===== config.mk =====
export PLATFORM = sky130hd
export DESIGN_NAME = arcade_input_mapper
export DESIGN_NICKNAME = d
export VERILOG_FILES = /design/src/rtl/arcade_input_mapper.sv
export SDC_FILE = /design/constraint.sdc
export NUM_CORES = 1
export LEC_CHECK = 0
export BUFFER_PORTS_ARGS = -buffer_cell sky130_fd_sc_hd__buf_2
export CORE_ASPECT_RATIO = 1.4
export CORE_MARGIN = 1.5
export CORE_UTILIZATION = 43
export CTS_CLUSTER_SIZE = 12
export DETAILED_ROUTE_END_ITERATION = 7
export PLACE_DENSITY = 0.73
export SYNTH_ARGS = -nofsm -noshare
export SYNTH_HDL_FRONTEND = slang
export SYNTH_SLANG_ARGS = --single-unit

===== constraint.sdc =====
create_clock -name clk_sys -period 4.1 [get_ports clk_sys]
set_clock_uncertainty 0.05 [all_clocks]
set_input_delay 0 -clock clk_sys [delete_from_list [all_inputs] [get_ports clk_sys]]
set_output_delay 0 -clock clk_sys [all_outputs]
set_load 0.01 [all_outputs]

===== src/rtl/arcade_input_mapper.sv =====
// rtl/arcade_input_mapper.sv - PS/2 + joystick merge, rotation, SOCD, autofire and coin stretch per player
module arcade_input_mapper #(
    parameter int          PLAYERS         = 2,
    parameter logic [15:0] COIN_PULSE      = 16'd50000,
    parameter logic [19:0] AF_HALF         = 20'd400000,
    parameter bit          COIN_FROM_START = 1'b1
) (
    input  logic                   clk_sys,
    input  logic                   reset,
    input  logic [10:0]            ps2_key,
    input  logic [16*PLAYERS-1:0]  joystick,
    input  logic [1:0]             rotate,
    input  logic                   merge,
    input  logic [PLAYERS-1:0]     autofire_en,
    input  logic                   socd_clean,
    output logic [4*PLAYERS-1:0]   dir,
    output logic [PLAYERS-1:0]     fire,
    output logic [PLAYERS-1:0]     start,
    output logic [PLAYERS-1:0]     coin
);

    logic        r_old_toggle;
    logic [14:0] r_keys;
    logic [7:0]  w_joy_or;
    logic        w_unused;

    assign w_unused = ^{ps2_key[8], joystick};

    // Held-key bits: [3:0] P0 U/D/L/R, [5:4] P0 fire, 6 start0, 7 coin0, [14:8] same for P1
    always_ff @(posedge clk_sys or posedge reset) begin
        if (reset) begin
            r_old_toggle <= 1'b0;
            r_keys       <= '0;
        end else begin
            r_old_toggle <= ps2_key[10];
            if (ps2_key[10] != r_old_toggle) begin
                case (ps2_key[7:0])
                    8'h75: r_keys[0]  <= ps2_key[9];
                    8'h72: r_keys[1]  <= ps2_key[9];
                    8'h6B: r_keys[2]  <= ps2_key[9];
                    8'h74: r_keys[3]  <= ps2_key[9];
                    8'h29: r_keys[4]  <= ps2_key[9];
                    8'h14: r_keys[5]  <= ps2_key[9];
                    8'h05: r_keys[6]  <= ps2_key[9];
                    8'h2E: r_keys[7]  <= ps2_key[9];
                    8'h2D: r_keys[8]  <= ps2_key[9];
                    8'h2B: r_keys[9]  <= ps2_key[9];
                    8'h23: r_keys[10] <= ps2_key[9];
                    8'h34: r_keys[11] <= ps2_key[9];
                    8'h1C: r_keys[12] <= ps2_key[9];
                    8'h06: r_keys[13] <= ps2_key[9];
                    8'h36: r_keys[14] <= ps2_key[9];
                    default: ;
                endcase
            end
        end
    end

    always_comb begin
        w_joy_or = 8'd0;
        for (int i = 0; i < PLAYERS; i++) begin
            w_joy_or = w_joy_or | joystick[16*i +: 8];
        end
    end

    for (genvar p = 0; p < PLAYERS; p++) begin : g_player
        logic [7:0]  w_kbd;
        logic [7:0]  w_js;
        logic        w_js_start;
        logic [7:0]  w_raw;
        logic [3:0]  w_rot;
        logic [3:0]  w_dir;
        logic        w_raw_start;
        logic        w_coin_req;
        logic [3:0]  r_dir;
        logic        r_fire;
        logic        r_start;
        logic        r_coin;
        logic        r_coin_req_d;
        logic [15:0] r_coin_cnt;
        logic [19:0] r_af_cnt;
        logic        r_af_ph;

        // Keyboard state rearranged into joystick bit order
        if (p == 0) begin : g_kbd0
            assign w_kbd      = {r_keys[7], 1'b0, r_keys[6], r_keys[4] | r_keys[5],
                                 r_keys[0], r_keys[1], r_keys[2], r_keys[3]};
            assign w_js_start = merge ? w_joy_or[5] : joystick[5];
        end else if (p == 1) begin : g_kbd1
            assign w_kbd      = {r_keys[14], 1'b0, r_keys[13], r_keys[12],
                                 r_keys[8], r_keys[9], r_keys[10], r_keys[11]};
            assign w_js_start = merge ? w_joy_or[6] : joystick[16*p+6];
        end else begin : g_kbdn
            assign w_kbd      = 8'd0;
            assign w_js_start = joystick[16*p+5];
        end

        if (p == 0) begin : g_sel0
            assign w_js = merge ? w_joy_or : joystick[7:0];
        end else begin : g_seln
            assign w_js = merge ? 8'd0 : joystick[16*p +: 8];
        end

        assign w_raw       = w_kbd | w_js;
        assign w_raw_start = w_kbd[5] | w_js_start;
        assign w_coin_req  = w_raw[7] | (COIN_FROM_START & w_raw_start);

        // w_rot / w_dir are {right,left,down,up}; w_raw[3:0] is {up,down,left,right}
        always_comb begin
            w_rot = 4'd0;
            case (rotate)
                2'd0: w_rot = {w_raw[0], w_raw[1], w_raw[2], w_raw[3]};
                2'd1: w_rot = {w_raw[3], w_raw[2], w_raw[0], w_raw[1]};
                2'd2: w_rot = {w_raw[1], w_raw[0], w_raw[3], w_raw[2]};
                2'd3: w_rot = {w_raw[2], w_raw[3], w_raw[1], w_raw[0]};
                default: w_rot = 4'd0;
            endcase
            w_dir = w_rot;
            if (socd_clean) begin
                if (w_rot[0] && w_rot[1]) w_dir[1:0] = 2'b00;
                if (w_rot[2] && w_rot[3]) w_dir[3:2] = 2'b00;
            end
        end

        always_ff @(posedge clk_sys or posedge reset) begin
            if (reset) begin
                r_dir        <= 4'd0;
                r_fire       <= 1'b0;
                r_start      <= 1'b0;
                r_coin       <= 1'b0;
                r_coin_req_d <= 1'b0;
                r_coin_cnt   <= 16'd0;
                r_af_cnt     <= 20'd0;
                r_af_ph      <= 1'b1;
            end else begin
                r_dir   <= w_dir;
                r_start <= w_raw_start;

                if (w_raw[4] && autofire_en[p]) begin
                    r_fire <= r_af_ph;
                    if (r_af_cnt == AF_HALF - 20'd1) begin
                        r_af_cnt <= 20'd0;
                        r_af_ph  <= ~r_af_ph;
                    end else begin
                        r_af_cnt <= r_af_cnt + 20'd1;
                    end
                end else begin
                    r_fire   <= w_raw[4];
                    r_af_cnt <= 20'd0;
                    r_af_ph  <= 1'b1;
                end

                // Only an edge seen while idle starts a pulse; a held request never retriggers
                r_coin_req_d <= w_coin_req;
                if (w_coin_req && !r_coin_req_d && r_coin_cnt == 16'd0) begin
                    r_coin_cnt <= COIN_PULSE;
                end else if (r_coin_cnt != 16'd0) begin
                    r_coin_cnt <= r_coin_cnt - 16'd1;
                end
                r_coin <= (r_coin_cnt != 16'd0);
            end
        end

        assign dir[4*p +: 4] = r_dir;
        assign fire[p]       = r_fire;
        assign start[p]      = r_start;
        assign coin[p]       = r_coin;
    end

endmodule

==> flow_summary.toml <==
[yosys]
postSynthNetCount = 589
ys_ff_latch = 106
synth_top_area_share_pct = 47.75
syn_area_um2 = 5450
yosysTopAreaCell = "dfrtp_1"
synth-seq-area-share_pct = 48.71
synth.most_common_cell = "dfrtp_1"
synth-edff-count = 0
ys.flop_type = "dfrtp_1"
synth_area_per_cell_um2 = 10.24
ys_warn_count = 0
synth_cell_type_count = 54
synth_cells = 532
synthTopCellsByArea = "dfrtp_1, mux2_2, xor2_1"
yosys-top-cells-count = "dfrtp_1, nor2_1, a21oi_1, inv_1, xor2_1"
async_flop_share_pct = 100.0

[pwr]
seqPwrFrac_pct = 51.0
p_int_mw = 1.643
leakage_nw = 2.729
power_density_nw_per_um2 = 342.9
finalPower_mw = 2.144
clock_power_share_pct = 40.6
p_sw_mw = 0.5014
p_comb_share_pct = 8.4
ir_drop_uv = 210.7
switching_share_pct = 23.38

[global_route]
overflow = 0
grt_pass1_wl_mm = 20.35
grt_max_degree = 76
antenna_found_initial = 0
grt_pass1_vias = 4401
grt_use_total_pct = 18.56

[cts]
htreeDepth = 3
numCtsBuffers = 9
worst_setup_hold_path_clk_slew_ns = 0.07
cts_tree = "done"
clock_sinks = 106
cts-root-buf = "clkbuf_16"
insertion_delay_ns = 0.35
hold_buffers = 16
cts_setup_buffers = 0
ctsResizeCount = 0
cts_buffer_depth = 2

[finish]
num_antenna_cells = 0
drive_above_1_share_pct = 16.95
syn_to_final_growth_pct = 14.72
fill_cells = 1108
seqCellArea_um2 = 2655
fin_nets = 648
multiInputGateArea_um2 = 2605

[critical_path]
cp_max_fo = 10
worstSetupEndpointType = "register"
start_kind = "register"
path_class = "reg -> reg"
critical_path_arrival_ns = 2.51
critPathRequiredTime_ns = 4.33

[drt]
wirelength_mm = 11.56
routedWlPerCell_um = 15.50
drc = 0
drtAntennaViolNets = 0
firstDrtPassIters = 4
viasPerCell = 5.688
drt_iter0_markers = 292
vias = 4243

[place]
gp_congestion = 0.8389
post-dp-hpwl_mm = 8.212
io_buffer_count = 47

[timing]
min_period_over_period_pct = 55.63
tns_ns = 0
slew_viol_final = 0
final_hold_viol_count = 0
tightest_slew_ns = 0.9208
rsz0062_at_grt = "false"
max_slew_margin_pct = 37.02
period_needed_ns = 2.281
max_freq_mhz = 438.4
setup_viol = 0

[floorplanning]
coreArea_um2 = 12370
rows = 48
die_x_um = 98.15
start_util_pct = 44.05
die_h_um = 136.2
die_area_um2 = 13370
top_level_ports = 65

[hold_path]
hold_path.class = "in -> reg"

[flow_run]
max_cap_violations = 0

[run_status]
status = "finished, final reports clean"
-- placed cells by master, fill, tap and decap left out, drive strengths merged, types with 17 or more instances in the layout --
cell type    n
nor3        21
nand4       17
a21oi       25
o21ai       18
buf         49
nand3       24
dfrtp      104
mux2        24
nand2       20
mux2i       20
nor2        51
inv         25
xor2        25
-- kinds of logic after synthesis --
logic type                 Yosys count  synth area share, %
DFF                                106                48.71
and+or+nand+nor                    214                21.88
buffers and inverters               42                3.489
xor gates and xnor gates            41                6.589
AOI/OAI and AO/OA                   79                9.321
adders and majority gates            6                1.377
muxes                               44                8.632
-- cell type report --
class	instances	share of cell area, %
clock buffer	12	3.942
tap	150	3.002
inverter	25	1.541
multi-input combinational	384	41.67
timing repair buffer	65	6.564
sequential	106	42.47
clock inverter	4	0.8205
-- stage by stage --
step | instance area [um^2] | cells | util, % | hold slack, ns | worst slack [ns]
after floorplan | 5450 | 532 | - | -0.01857 | 1.264
after global placement | 5794 | 714 | 46.83 | 0.1323 | 1.881
after detailed placement | 5794 | 714 | 46.83 | 0.1335 | 1.837
after CTS | 6252 | 746 | 50.54 | 0.004862 | 1.833
after global routing | 6252 | 746 | 50.54 | 0.04102 | 1.558
final | 6252 | 746 | 50.54 | 0.01164 | 1.819
-- worst paths after layout --
check,depth (start not counted),slack (ns),startpoint,endpoint
worst max register to register,4,1.82,g_player[0].r_coin_cnt[2],g_player[0].r_coin_cnt[0]
min in group asynchronous,3,0.34,reset,g_player[1].r_coin_cnt[9]
worst min-delay path,3,0.01,ps2_key[2],r_keys[12]
worst max-delay path,4,1.82,g_player[0].r_coin_cnt[2],g_player[0].r_coin_cnt[0]
max in group asynchronous,4,2.63,reset,g_player[1].r_af_ph
worst min register to register,1,0.45,g_player[0].r_coin_cnt[7],g_player[0].r_coin_cnt[7]
-- power groups by stage --
stage | registers [mW] | logic, mW | clock network [mW]
6_report | 1.09 | 0.180 | 0.870
5_1_grt | 1.10 | 0.201 | 0.932
4_1_cts | 1.09 | 0.183 | 0.889
3_5_place_dp | 1.11 | 0.169 | 0
3_3_place_gp | 1.11 | 0.165 | 0
2_1_floorplan | 1.11 | 0.108 | 0
-- per-layer routing --
| metal | vias to the layer above | global-route usage, % | part of all wire (%) |
|---|---|---|---|
| li1 | 2048 | - | - |
| met3 | 18 | 2.931 | 4.3 |
| met2 | 103 | 32.15 | 51 |
| met4 | 0 | 8.764 | 2.0 |
| met5 | - | 0 | 0 |
| met1 | 2074 | 22.65 | 43 |
-- state kept, by name, indices dropped and copies added (netlist names) --
signal	flops
r_keys	15
r_old_toggle	1
g_player.r_start	2
g_player.r_af_cnt	40
g_player.r_fire	2
g_player.r_coin_req_d	2
g_player.r_coin_cnt	32
g_player.r_coin	2
g_player.r_af_ph	2
g_player.r_dir	8
-- critical path: stages, from the launching register on --
cell     delay [ns]
dfrtp_1        0.45
nor4_4         0.53
nand3_1        0.21
nor3_1         0.69
mux2_2         0.28
No activity file was read; power rests on OpenSTA's default activity.
